**src/rtl/adc_parallel_responder.sv**
```systemverilog
// Stand-in for the external 8-bit parallel ADC: BUSY for CONV_CYCLES after a CONVST rising edge, then a synthetic sample is readable on D.
// Latency: BUSY rises one edge after start, new data CONV_CYCLES edges later; read data/DOE are registered (1 cycle). No backpressure; starts during BUSY are dropped and flagged.
// Optional feature: define ADC_RESP_NOISE_EN to XOR LFSR noise into sample bits [1:0].
module adc_parallel_responder #(
    parameter int CONV_CYCLES = 4
) (
    input  logic        Clk,
    input  logic        adcRst,
    input  logic        CONVST,
    input  logic        CS,
    input  logic        RD,
    input  logic [1:0]  shapeSel,
    input  logic [2:0]  stepSel,
    input  logic [7:0]  level,
    output logic        BUSY,
    output logic [7:0]  D,
    output logic        DOE,
    output logic        overrun,
    output logic [15:0] convCount
);

    typedef enum logic {IDLE, CONV} state_t;

    state_t      state_q, state_d;
    logic        convst_q;
    logic [7:0]  cnt_q, cnt_d;
    logic [7:0]  phase_q, phase_d;
    logic [7:0]  data_q, data_d;
    logic [15:0] count_q, count_d;
    logic        ovr_q, ovr_d;
    logic        doe_q;
    logic [7:0]  d_q;
    logic        start;
    logic        rd_en;
    logic [7:0]  sample;
    logic [7:0]  store_val;

    assign start = CONVST & ~convst_q;
    assign rd_en = ~CS & ~RD;

    always_comb begin
        sample = phase_q;
        case (shapeSel)
            2'd0: sample = phase_q;
            2'd1: sample = phase_q[7] ? {~phase_q[6:0], 1'b0} : {phase_q[6:0], 1'b0};
            2'd2: sample = phase_q[7] ? 8'hFF : 8'h00;
            2'd3: sample = level;
            default: sample = phase_q;
        endcase
    end

`ifdef ADC_RESP_NOISE_EN
    logic [7:0] lfsr_q;
    logic       do_complete;

    assign do_complete = (state_q == CONV) && (cnt_q == 8'd0);
    assign store_val   = sample ^ {6'b0, lfsr_q[1:0]};

    // Fibonacci form of x^8+x^6+x^5+x^4+1, stepped once per finished conversion.
    always_ff @(posedge Clk or negedge adcRst) begin
        if (!adcRst) begin
            lfsr_q <= 8'h01;
        end else if (do_complete) begin
            lfsr_q <= {lfsr_q[6:0], lfsr_q[7] ^ lfsr_q[5] ^ lfsr_q[4] ^ lfsr_q[3]};
        end
    end
`else
    assign store_val = sample;
`endif

    always_comb begin
        state_d = state_q;
        cnt_d   = cnt_q;
        phase_d = phase_q;
        data_d  = data_q;
        count_d = count_q;
        ovr_d   = ovr_q;
        case (state_q)
            IDLE: begin
                if (start) begin
                    state_d = CONV;
                    cnt_d   = 8'(CONV_CYCLES - 1);
                end
            end
            CONV: begin
                if (start) ovr_d = 1'b1;
                if (cnt_q == 8'd0) begin
                    state_d = IDLE;
                    data_d  = store_val;
                    phase_d = phase_q + (8'd1 << stepSel);
                    count_d = count_q + 16'd1;
                end else begin
                    cnt_d = cnt_q - 8'd1;
                end
            end
            default: state_d = IDLE;
        endcase
    end

    // convst_q resets high so a CONVST held through reset release is not an edge.
    always_ff @(posedge Clk or negedge adcRst) begin
        if (!adcRst) begin
            state_q  <= IDLE;
            convst_q <= 1'b1;
            cnt_q    <= 8'd0;
            phase_q  <= 8'd0;
            data_q   <= 8'd0;
            count_q  <= 16'd0;
            ovr_q    <= 1'b0;
            doe_q    <= 1'b0;
            d_q      <= 8'd0;
        end else begin
            state_q  <= state_d;
            convst_q <= CONVST;
            cnt_q    <= cnt_d;
            phase_q  <= phase_d;
            data_q   <= data_d;
            count_q  <= count_d;
            ovr_q    <= ovr_d;
            doe_q    <= rd_en;
            d_q      <= rd_en ? data_q : 8'h00;
        end
    end

    assign BUSY      = (state_q == CONV);
    assign D         = d_q;
    assign DOE       = doe_q;
    assign overrun   = ovr_q;
    assign convCount = count_q;

endmodule
```
**config.mk**
```make
export PLATFORM = sky130hd
export DESIGN_NAME = adc_parallel_responder
export DESIGN_NICKNAME = d
export VERILOG_FILES = /design/src/rtl/adc_parallel_responder.sv
export SDC_FILE = /design/constraint.sdc
export NUM_CORES = 1
export LEC_CHECK = 0
export CORE_MARGIN = 3
export CORE_UTILIZATION = 43
export CTS_CLUSTER_SIZE = 24
export DETAILED_ROUTE_END_ITERATION = 6
export GPL_TIMING_DRIVEN = 0
export MAX_ROUTING_LAYER = met4
export PLACE_DENSITY = 0.66
export SLEW_MARGIN = 20
export SYNTH_ARGS = -nofsm -noshare
export SYNTH_HDL_FRONTEND = slang
export SYNTH_SLANG_ARGS = --single-unit
export TNS_END_PERCENT = 100
```
**constraint.sdc**
```tcl
create_clock -name Clk -period 3.2 [get_ports Clk]
set_input_delay 0.64 -clock Clk [delete_from_list [all_inputs] [get_ports Clk]]
set_output_delay 0.64 -clock Clk [all_outputs]
set_load 0.1 [all_outputs]
```
==> qor.csv <==
metric;value;unit
crit path time final;2.82;ns
Max FO, Critical Path;8;
fillcell total;568;
final wirelength;5280;um
CTS resizes;0;
drt drc;0;
Hold-fix buffers, CTS;0;
critical path's top delay family;simple AND/OR/NAND/NOR gates;
period utilization;88.1;%
Distinct cells, synth;42;
CTS tree;done;
Worst Setup Path Type;in2reg;
Crit path largest cell delay;0.58;ns
CTS Buf Count;5;
DIE AREA;7190;um2
startpoint types;input pin;
clock latency on the worst-skew pair;0.30;ns
RR Startpoint;cnt_q[4]$_DFFE_PN0P_;
Cell Pwr Density;745;nW/um2
drt pass-1 iters;4;
worst hold path class;in2async;
GRT Util Overall;16.3;%
# IOs;45;
# rows;28;
htree depth;2;
critical path cell sequence;clkdlybuf4s50_1 -> or3b_2 -> inv_1 -> ha_1 -> nand3_1 -> nand2_1 -> a31oi_1 -> o21a_1 -> mux2i_1 -> xnor2_1;
r2r setup slk;0.82;ns
final hold violations;0;
vias in the first global route;1918;
Final Max Slew Viols;0;
Crit path buffers/inverters;2;
Final nets;351;
Layout Area Growth over Synthesis;23.4;%
footprint of the multi-input gates;1300;um2
port buffer count;44;
largest net degree at the start of global routing;53;
critical path data arrival time;2.99;ns
clock buffer depth;2;
worst-margin pin slew;0.978;ns
Syn Area/Cell;9.85;um2
final setup violation count;0;
antenna-violating nets left;0;
total power;2.45;mW
Critical R2R Capture;cnt_q[4]$_DFFE_PN0P_;
gr ovfl total;0;
post-DP HPWL;3990;um
outcome;finished clean;
Max Clock Skew;0.00373;ns
clk slew on worst S/H paths;0.10;ns
Setup Buffers After CTS;0;
die extent in x;84.8;um
share of layout cells above drive strength 1;5.88;%
Syn Inst Count;271;
Die Y;84.8;um
sequential share of the synthesized area;48.8;%
CP Capture Type;register;
clk sinks;52;
first-pass GRT wire length;9260;um
FFs w/ async S/R, synth;100;%
leakage;1.48;nW
Initial Util;44.8;%
total number of yosys warnings;0;
Rel. slew slack;34.6;%
placer congestion estimate;0.868;
Core ar.;5960;um2
TNS Setup;0;ns
mapped cell area;2670;um2
flops & latches, synth;52;
Vias;2005;
Primary FF master, synth;dfrtp_1;
Worst R2R Path Depth;7;
Root Driver;clkbuf_8;
unrepaired setup endpoints after global routing;no;
wire per inst;13.3;um
Req. time, crit path;3.38;ns
max-cap violations;0;
via/cell ratio;5.04;
1st-iter DRT viols;122;
maximum vdd drop;324;uV
Post-synth EDFFs;0;
Crit-path slowest cell;clkdlybuf4s50_1;
Sequential Area;1300;um2
Syn Nets;300;
number of antenna violations at the first check in global routing;0;
Max Freq;355;MHz
ANT cells;0;
[metal layers]
metal | share of wire (%) | up-vias | GRT usage (%)
met3 | 4.1 | 7 | 2.85
met2 | 46 | 34 | 24.2
met4 | 1.1 | 0 | 4.32
met5 | 0 | - | -
li1 | - | 1029 | -
met1 | 49 | 935 | 23.2
[sequential cells by signal (all words and copies together), names as in the netlist]
| register | cells |
|---|---|
| BUSY | 1 |
| D | 8 |
| DOE | 1 |
| cnt_q | 8 |
| convCount | 16 |
| convst_q | 1 |
| data_q | 8 |
| overrun | 1 |
| phase_q | 8 |
[worst max-delay path by stage]
stage                                     endpoint            from  depth (start not counted)  slack [ns]
after floorplan           convCount[9]$_DFFE_PN0P_  BUSY$_DFF_PN0_                          5        0.69
after global placement         overrun$_DFFE_PN0P_          adcRst                          1       0.002
after detailed placement    phase_q[7]$_DFFE_PN0P_      stepSel[0]                         10        0.03
after CTS                   phase_q[7]$_DFFE_PN0P_      stepSel[0]                         10        0.36
after global routing        phase_q[7]$_DFFE_PN0P_      stepSel[0]                         10        0.19
final                       phase_q[7]$_DFFE_PN0P_      stepSel[0]                         10        0.38
[cells in the final DEF, fill, tap and decap left out, types with 2 or more instances in the layout]
cell type        Yosys  final
nor3_1               3      3
xor2_1               9      9
nor2_1              20     20
or4_4                2      2
ha_1                10     10
clkbuf_8             0      5
nand4_1              2      2
clkinv_2             0      2
and3b_1              3      3
o41ai_1              2      2
nand2b_1             3      3
clkdlybuf4s50_1      0     43
and3_1               2      2
nand2_1             34     34
clkbuf_1             8      8
and2_1               9      9
nor2b_1              3      3
mux2i_1              2      2
a21o_1               3      3
xnor2_1             20     20
inv_1                9      9
o21ai_0             28     28
nand3_1             12     12
a31oi_1              4      4
dfrtp_1             51     51
a21oi_1             10     10
nor3b_1              3      3
[kinds of logic after synthesis]
family / count (synthesis) / share of synthesized area, %
muxes: 2 / 0.750
buffers and inverters: 18 / 2.81
adders and majority gates: 11 / 5.44
DFF: 52 / 48.8
and+or+nand+nor: 104 / 20.3
AOI/OAI and AO/OA: 54 / 11.7
xor gates and xnor gates: 30 / 10.1
[area by class of cell]
| type | count | area share (%) |
|---|---|---|
| multi-input cells | 201 | 39.4 |
| flip-flops and latches | 52 | 39.5 |
| inverters | 9 | 1.03 |
| plain buffers | 9 | 1.25 |
| well taps | 75 | 2.85 |
| clock buffers | 5 | 2.09 |
| repair buffers | 44 | 13.3 |
| clock inverters | 3 | 0.570 |
[worst register-to-register path: stages, from the launching register on]
cell and delay (ns):
dfrtp_1 0.44, or3_4 0.43, or4_4 0.55, o21ai_0 0.23
inv_1 0.23, nand3_1 0.19, xor2_1 0.15, nor2_1 0.05
[synthesized netlist by cell type, types with 2 or more instances]
cell type	n	share of area (%)
nand2b_1	3	0.70
o41ai_1	2	0.66
a21oi_1	10	1.9
nor2_1	20	2.8
clkbuf_1	8	1.1
and3_1	2	0.47
ha_1	10	4.7
dfrtp_1	51	48
nor2b_1	3	0.70
xor2_1	9	3.0
o21ai_0	28	5.3
and3b_1	3	0.98
nor3b_1	3	0.84
xnor2_1	20	6.6
nand3_1	12	2.3
or4_4	2	0.84
nand4_1	2	0.47
and2_1	9	2.1
a31oi_1	4	0.94
mux2i_1	2	0.75
a21o_1	3	0.84
inv_1	9	1.3
nor4_1	2	0.47
nand2_1	34	4.8
nor3_1	3	0.56
[where the power goes]
group          internal, mW  total, mW  switching, mW
logic                 0.399       1.06          0.659
registers             0.846       1.03          0.179
clock network         0.153      0.370          0.218
total                  1.40       2.45           1.06
[metrics by stage]
stage | hold WS [ns] | util (%) | worst slack [ns] | cells | cell area [um2]
after floorplan | 0.344 | - | 0.688 | 271 | 2670
after global placement | 0.439 | 53.8 | 0.00240 | 390 | 3200
after detailed placement | 0.445 | 53.8 | 0.0350 | 390 | 3210
after CTS | 0.378 | 55.3 | 0.357 | 398 | 3290
after global routing | 0.396 | 55.3 | 0.187 | 398 | 3290
final | 0.348 | 55.3 | 0.382 | 398 | 3290
No activity file was read; power rests on OpenSTA's default activity.
